[src/rtl/reloj_contador.sv]
// ============================================================================
// reloj_contador : 24 h time-of-day counter with alarm set/match and ring FSM
// Revision 1.0
// ============================================================================
`default_nettype none

module reloj_contador #(
  parameter int TICKS_PER_SEC = 50000000,
  parameter int RING_SECS     = 60
) (
  input  logic       CLK,
  input  logic       RESET_N,
  input  logic [1:0] SET_MODE,
  input  logic       INC_H,
  input  logic       INC_M,
  input  logic       ALARM_EN,
  input  logic       ALARM_ACK,
  output logic [5:0] HORA,
  output logic [5:0] MINUTO,
  output logic [5:0] SEGUNDO,
  output logic [5:0] AHORA,
  output logic [5:0] AMIN,
  output logic       ALARM,
  output logic       RING,
  output logic       TICK
);

  localparam int c_PRE_W = (TICKS_PER_SEC > 1) ? $clog2(TICKS_PER_SEC) : 1;
  localparam int c_RNG_W = (RING_SECS > 1) ? $clog2(RING_SECS) : 1;
  localparam logic [c_PRE_W-1:0] c_PRE_MAX = c_PRE_W'(TICKS_PER_SEC - 1);
  localparam logic [c_RNG_W-1:0] c_RNG_MAX = c_RNG_W'(RING_SECS - 1);

  typedef enum logic [0:0] {
    S_IDLE    = 1'b0,
    S_RINGING = 1'b1
  } ring_state_t;

  ring_state_t        state_q, state_d;
  logic [c_PRE_W-1:0] pre_q, pre_d;
  logic [c_RNG_W-1:0] rcnt_q, rcnt_d;
  logic [5:0]         hora_q, hora_d, min_q, min_d, seg_q, seg_d;
  logic [5:0]         ahora_q, ahora_d, amin_q, amin_d;
  logic               alarm_q, alarm_d, tick_q, tick_d;
  logic               prev_h_q, prev_h_d, prev_m_q, prev_m_d;

  logic w_set_time, w_set_alarm, w_edge_h, w_edge_m, w_release, w_match;

  // Defensive >= compare keeps any corrupted value from sticking out of range.
  function automatic logic [5:0] wrap_inc(input logic [5:0] v, input logic [5:0] top);
    return (v >= top) ? 6'd0 : v + 6'd1;
  endfunction

  always_comb begin
    state_d  = state_q;
    pre_d    = pre_q;
    rcnt_d   = rcnt_q;
    hora_d   = hora_q;
    min_d    = min_q;
    seg_d    = seg_q;
    ahora_d  = ahora_q;
    amin_d   = amin_q;
    tick_d   = 1'b0;

    w_set_time  = (SET_MODE == 2'd1);
    w_set_alarm = (SET_MODE == 2'd2);
    w_edge_h    = INC_H & ~prev_h_q;
    w_edge_m    = INC_M & ~prev_m_q;
    prev_h_d    = INC_H;
    prev_m_d    = INC_M;
    alarm_d     = w_set_alarm;

    if (w_set_time) begin
      pre_d = '0;
      seg_d = 6'd0;
      if (w_edge_h) hora_d = wrap_inc(hora_q, 6'd23);
      if (w_edge_m) min_d  = wrap_inc(min_q, 6'd59);
    end else if (pre_q >= c_PRE_MAX) begin
      pre_d  = '0;
      tick_d = 1'b1;
    end else begin
      pre_d = pre_q + 1'b1;
    end

    if (tick_d) begin
      seg_d = wrap_inc(seg_q, 6'd59);
      if (seg_q >= 6'd59) begin
        min_d = wrap_inc(min_q, 6'd59);
        if (min_q >= 6'd59) hora_d = wrap_inc(hora_q, 6'd23);
      end
    end

    if (w_set_alarm) begin
      if (w_edge_h) ahora_d = wrap_inc(ahora_q, 6'd23);
      if (w_edge_m) amin_d  = wrap_inc(amin_q, 6'd59);
    end

    // Only a tick-driven minute rollover can start ringing; release wins.
    w_release = ALARM_ACK | ~ALARM_EN | w_set_time;
    w_match   = tick_d & (seg_q >= 6'd59) & (hora_d == ahora_q) & (min_d == amin_q);

    case (state_q)
      S_IDLE: begin
        if (w_match && !w_release) begin
          state_d = S_RINGING;
          rcnt_d  = '0;
        end
      end
      S_RINGING: begin
        if (w_release || (tick_d && (rcnt_q >= c_RNG_MAX))) begin
          state_d = S_IDLE;
        end else if (tick_d) begin
          rcnt_d = rcnt_q + 1'b1;
        end
      end
      default: state_d = S_IDLE;
    endcase
  end

  always_ff @(posedge CLK or negedge RESET_N) begin
    if (!RESET_N) begin
      state_q  <= S_IDLE;
      pre_q    <= '0;
      rcnt_q   <= '0;
      hora_q   <= 6'd0;
      min_q    <= 6'd0;
      seg_q    <= 6'd0;
      ahora_q  <= 6'd7;
      amin_q   <= 6'd0;
      alarm_q  <= 1'b0;
      tick_q   <= 1'b0;
      prev_h_q <= 1'b0;
      prev_m_q <= 1'b0;
    end else begin
      state_q  <= state_d;
      pre_q    <= pre_d;
      rcnt_q   <= rcnt_d;
      hora_q   <= hora_d;
      min_q    <= min_d;
      seg_q    <= seg_d;
      ahora_q  <= ahora_d;
      amin_q   <= amin_d;
      alarm_q  <= alarm_d;
      tick_q   <= tick_d;
      prev_h_q <= prev_h_d;
      prev_m_q <= prev_m_d;
    end
  end

  assign HORA    = hora_q;
  assign MINUTO  = min_q;
  assign SEGUNDO = seg_q;
  assign AHORA   = ahora_q;
  assign AMIN    = amin_q;
  assign ALARM   = alarm_q;
  assign RING    = (state_q == S_RINGING);
  assign TICK    = tick_q;

endmodule

`default_nettype wire

[config.mk]
export PLATFORM = sky130hd
export DESIGN_NAME = reloj_contador
export DESIGN_NICKNAME = d
export VERILOG_FILES = /design/src/rtl/reloj_contador.sv
export SDC_FILE = /design/constraint.sdc
export NUM_CORES = 1
export LEC_CHECK = 0
export CAP_MARGIN = 30
export CORE_MARGIN = 4
export CORE_UTILIZATION = 35
export CTS_BUF_LIST = sky130_fd_sc_hd__clkbuf_4
export DETAILED_ROUTE_END_ITERATION = 10
export GPL_TIMING_DRIVEN = 1
export PLACE_DENSITY = 0.56
export SYNTH_ARGS = -nofsm -noshare
export SYNTH_HDL_FRONTEND = slang
export SYNTH_SLANG_ARGS = --single-unit
[constraint.sdc]
create_clock -name CLK -period 3 [get_ports CLK]
set_input_delay 0.3 -clock CLK [delete_from_list [all_inputs] [get_ports CLK]]
set_output_delay 0.3 -clock CLK [all_outputs]
set_load 0.05 [all_outputs]
# [Word-level counts from Yosys, hierarchy flattened]
# Cells that the tools add are included.
[totals] rom_bits=0 output_inout_bits=33 memories=0 register_bits=67 inputBits=8 latch_bits=0 ramBits=0
[op_classes] bitwise_logic=11 add_sub_neg=7 reduce_logical=8 n_div=0 n_eq_ne=7 n_mux=27 n_lt_le_gt_ge=7 multipliers=0 shifts=0
[op_table] operator="$mux 6" count=19
[op_table] operator="$mux 26" count=2
[op_table] operator="$add 6x1->6 const B" count=6
[op_table] operator="$add 26x1->26 const B" count=1
[op_table] operator="$ge 26x26->1 const B" count=1
[op_table] operator="$ge 6x6->1 const B" count=4
[op_table] operator="$eq 6x6->1" count=2
[op_table] operator="$ge 6x5->1 const B" count=2
[op_table] operator="$pmux 6 s2" count=1
[op_table] operator="$and 1x1->1" count=5
[op_table] operator="$mux 1" count=4
[op_table] operator="$ne 2x2->1 const B" count=2
[op_table] operator="$not 1->1" count=4
[op_table] operator="$reduce_and 2->1" count=2
[op_table] operator="$reduce_and 3->1" count=1
[op_table] operator="$eq 2x1->1 const B" count=1
[op_table] operator="$eq 2x2->1 const B" count=1
[op_table] operator="$logic_and 1x1->1" count=2
[op_table] operator="$ne 2x1->1 const B" count=1
[op_table] operator="$or 1x1->1" count=2
[op_table] operator="$pmux 1 s2" count=1
[op_table] operator="$reduce_bool 2->1" count=1
[op_table] operator="$logic_not 1->1" count=1
[op_table] operator="$logic_or 1x1->1" count=1

# [Longest topological paths before layout]
[depth] ltp_word=13 ltp_mapped=12

# [Least setup slack after synthesis]
# No wires, ideal clock.
[synth_timing] path_type="register -> register" startpoint="register min_q[0] (netlist: MINUTO[0])" endpoint="register rcnt_q[0]" arrival_ps=3011 slack_ps=-145 t_required_ps=2866 n_path_buf=0 stages_incl_launch_ff=11 path_cell_list="dfrtp_1 -> ha_1 -> o2111a_1 -> nor3b_1 -> a221o_1 -> a2111oi_0 -> o311ai_0 -> nor4_1 -> nand4b_1 -> nor4b_4 -> o21ai_1"
[synth_between] elab_chain_len=11
[synth_lines] element="from (decl)" line="41" rtl="logic [5:0] hora_q, hora_d, min_q, min_d, seg_q, seg_d;"
[synth_lines] element="from (signal assigned)" line="138" rtl="min_q <= min_d;"
[synth_lines] element="$add 6x1->6 / $ge 6x6->1 (equally long branches)" line="50, 88"
[synth_lines] element="$mux 6" line="50" rtl="return (v >= top) ? 6'd0 : v + 6'd1;"
[synth_lines] element="$mux 6" line="76" rtl="if (w_edge_m) min_d = wrap_inc(min_q, 6'd59);"
[synth_lines] element="$mux 6" line="72" rtl="if (w_set_time) begin"
[synth_lines] element="$mux 6" line="86" rtl="if (seg_q >= 6'd59) begin"
[synth_lines] element="$mux 6" line="84" rtl="if (tick_d) begin"
[synth_lines] element="$eq 6x6->1" line="99" rtl="w_match = tick_d & (seg_q >= 6'd59) & (hora_d == ahora_q) & (min_d == amin_q);"
[synth_lines] element="$and 1x1->1 (*)" line="99"
[synth_lines] element="$logic_and 1x1->1 (*)" line="103" rtl="if (w_match && !w_release) begin"
[synth_lines] element="$ne 2x2->1 (no line) (*)"
[synth_lines] element="$reduce_and 3->1 (no line) (*)"
[synth_lines] element="to (signal assigned)" line="136" rtl="rcnt_q <= rcnt_d;"
[synth_lines] element="to (decl)" line="40" rtl="logic [c_RNG_W-1:0] rcnt_q, rcnt_d;"
# Mark *: on every way between the ends. The rest lies on a longest branch, timed or not.
# A chain may end at the register's enable or synchronous reset.

# [Worst setup path in the final report]
[layout_timing] startpoint="register pre_q[24]" endpoint="register rcnt_q[3]"
[layout_between] elab_chain_len=10
[layout_lines] element="from (decl)" line="39" rtl="logic [c_PRE_W-1:0] pre_q, pre_d;"
[layout_lines] element="from (signal assigned)" line="135" rtl="pre_q <= pre_d;"
[layout_lines] element="$ge 26x26->1 (*)" line="77" rtl="end else if (pre_q >= c_PRE_MAX) begin"
[layout_lines] element="$mux 1 (*)" line="77"
[layout_lines] element="$mux 1 (*)" line="72"
[layout_lines] element="$mux 6" line="84"
[layout_lines] element="$eq 6x6->1" line="99"
[layout_lines] element="$and 1x1->1 (2 in a row)" line="99"
[layout_lines] element="$logic_and 1x1->1" line="103"
[layout_lines] element="$ne 2x2->1 (no line)"
[layout_lines] element="$reduce_and 3->1 (no line) (*)"
# Marks and branches as above.

==> flow_summary_export.csv <==
group,metric,value,unit
run_status,status,"complete, no violations",
worst_setup_path,arrival,3.17,ns
clock_network,h-tree-depth,3,
floorplanning,core-area,11000,um2
grt,groute.usage.overall,16.4,%
place,dp_hpwl,7800,um
timing,min_period_over_period,95.3,%
worst_setup_path,critPathKind,"reg -> reg",
job,drv_cap,0,
route,drc,0,
grt,first_global_vias,3682,
timing,fin_crit,2.86,ns
route,antenna_left,0,
power_and_ir_drop,power_density,525,nW/um2
timing,slew_headroom,49.8,%
yosys,async_flop_share,100,%
timing,skew,0.0121,ns
yosys,syn_inst,461,
worst_setup_path,required,3.31,ns
clock_network,numCtsBuffers,9,
route,drtIter0Drc,235,
floorplanning,rows,38,
timing,finalSetupViolations,0,
route,routed_wl,10600,um
route,vias,3831,
worst_setup_path,rrSetupSlack,0.14,ns
route,wl_per_cell,15.1,um
clock_network,clkSlewWorstSetupHoldPaths,0.12,ns
yosys,synth_area_per_cell,8.64,um2
timing,slew_violations,0,
grt,antenna_found_initial,0,
timing,tightest_slew,0.753,ns
worst_setup_path,critPathLaunchType,"register",
layout,multiInputGateArea,2420,um2
clock_network,insertion_delay,0.42,ns
power_and_ir_drop,p_leak,2.12,nW
clock_network,cts_tree,"built",
worst_setup_path,crit_fanout,7,
floorplanning,fp.dieW,115,um
timing,whs,0.441,ns
layout,layout_commonest_cell,"dfrtp_1",
timing,tns,0,ns
yosys,syn_nets,477,
layout,final_nets,570,
grt,grt_max_degree,34,
min_path,hold_class,"in -> reg",
timing,fmax,350,MHz
clock_network,cts.sinks,67,
clock_network,clk_path_buf_depth,2,
floorplanning,dieArea,13100,um2
place,port_buffers,40,
grt,grt_first_pass_wirelength,17600,um
worst_setup_path,endpoint_kind,"register",
layout,fillers,1059,
grt,grt-ovfl-total,0,
route,dr.pass1.iters,5,
layout,ff_latch_area,1690,um2
floorplanning,start_util,36.3,%
floorplanning,io_pins,41,
yosys,syn_area,3980,um2
yosys,ys.warnings.count,0,
yosys,synth_edf_count,0,
floorplanning,die_h,115,um
layout,layout_common_cells,"dfrtp_1 (57), nand2_1 (51), buf_4 (49)",
yosys,synth_top_flop_cell,"dfrtp_1",
yosys,synth_cell_types,66,
layout,num_antenna_cells,0,
layout,area_growth,32.1,%
clock_network,cts-root-buf,"clkbuf_4",
timing,hold_violations,0,
route,vias_per_cell,5.48,
yosys,yosysSeqAreaShare,42.2,%
power_and_ir_drop,irDropWorstVdd,370,uV
layout,drive_gt1_share,20.8,%
place,gp_congestion,0.824,
yosys,ys_seq_elements,67,
## worst max-delay path, cell delays in order, from the launching register on
cell and delay [ns]:
dfrtp_1 0.41, nand2b_1 0.20, a211o_1 0.33, and2_4 0.17, a211o_4 0.35, a2111oi_4 0.39, or3_1 0.17, nand4_2 0.15
nor4b_4 0.31, buf_4 0.19, o21ai_1 0.08
## cell usage after synthesis, types with 2 or more instances
cell type   n  area, um2
a2111oi_0   3       26.3
a2111oi_1   2       20.0
a21boi_0    2       15.0
a21oi_1    33        165
a22oi_1     4       30.0
a31oi_1     5       31.3
a32oi_1     2       17.5
and2_1      2       12.5
and3_1     10       62.6
and3b_1     2       17.5
clkbuf_1    7       26.3
dfrtp_1    64       1600
dfstp_2     3       78.8
ha_1        8        100
inv_1      14       52.6
mux2i_1     2       20.0
nand2_1    53        199
nand2b_1    4       25.0
nand3_1    28        140
nand3b_1    3       22.5
nand4_1     6       37.5
nand4_2     3       37.5
nand4bb_1   2       22.5
nor2_1     50        188
nor2b_1     5       31.3
nor3_1     11       55.1
nor3b_1     6       45.0
nor4_1      5       31.3
o2111a_1    2       22.5
o2111ai_1   3       26.3
o211ai_1    2       15.0
o21a_1      3       22.5
o21ai_0    39        195
o21ai_1     5       25.0
o31ai_1     3       22.5
or2_2       8       50.1
or3_1      13       81.3
xnor2_1     7       61.3
xor2_1     10       87.6
## flip-flops by register name (all words and copies together), names as in the netlist
signal	count
RING	1
TICK	1
prev_m_q	1
ALARM	1
rcnt_q	6
HORA	6
prev_h_q	1
MINUTO	6
AHORA	6
SEGUNDO	6
pre_q	26
AMIN	6
## final timing paths
check                          start         to  cells after the start
max                        pre_q[24]  rcnt_q[3]                     10
min                            INC_M   prev_m_q                      1
max reg2reg                pre_q[24]  rcnt_q[3]                     10
min reg2reg                 AHORA[2]   AHORA[2]                      2
max in group asynchronous    RESET_N   AHORA[0]                      3
min in group asynchronous    RESET_N   pre_q[7]                      2
## kinds of logic (layout without fill, tap and decap cells)
kind of cell | after synthesis | in the layout | synth area share, %
mux | 3 | 3 | 0.785
simple gates | 219 | 219 | 28.7
buf+inv | 22 | 120 | 2.10
xor+xnor | 17 | 17 | 3.74
compound gates | 125 | 125 | 19.9
flops | 67 | 67 | 42.2
fa+ha+maj | 8 | 8 | 2.51
## power by group
part / internal, mW / switching (mW) / total (mW)
clock: 0.341 / 0.332 / 0.673
sequential: 1.01 / 0.162 / 1.17
combinational: 0.367 / 0.557 / 0.924
total: 1.71 / 1.05 / 2.76
## stage by stage
stage,cells,util [%],instance area [um2],total power [mW],worst slack [ns]
floorplan,461,-,3990,1.70,0.0179
CTS,698,46.2,5070,2.72,0.0159
finish,699,47.9,5260,2.76,0.140
global route,699,47.9,5260,2.93,-0.0314
global placement,681,44.5,4890,2.03,-0.144
detailed placement,681,44.5,4890,2.03,-0.238
## layout make-up
| type | instances | share of cell area, % |
|---|---|---|
| clock buffer | 10 | 1.43 |
| clock inverter | 6 | 1.52 |
| inverter | 14 | 0.999 |
| multi-input combinational | 372 | 45.9 |
| sequential | 67 | 32.1 |
| tap | 140 | 3.33 |
| timing repair buffer | 90 | 14.7 |
## layer usage
metal	wire length (um)	vias to the layer above	GRT usage, %
li1	-	1897	-
met1	5120	1835	22.9
met2	4890	91	25.7
met3	460	8	2.59
met4	118	0	5.70
met5	0	-	0
## timing repair
item	CTS	global route
setup endpoints to repair	7	7
hold buffers	1	0
setup buffers	0	1
pin swaps	0	11
hold endpoints to repair	31	0
gates resized for setup	3	37
No activity file was read; power rests on OpenSTA's default activity.
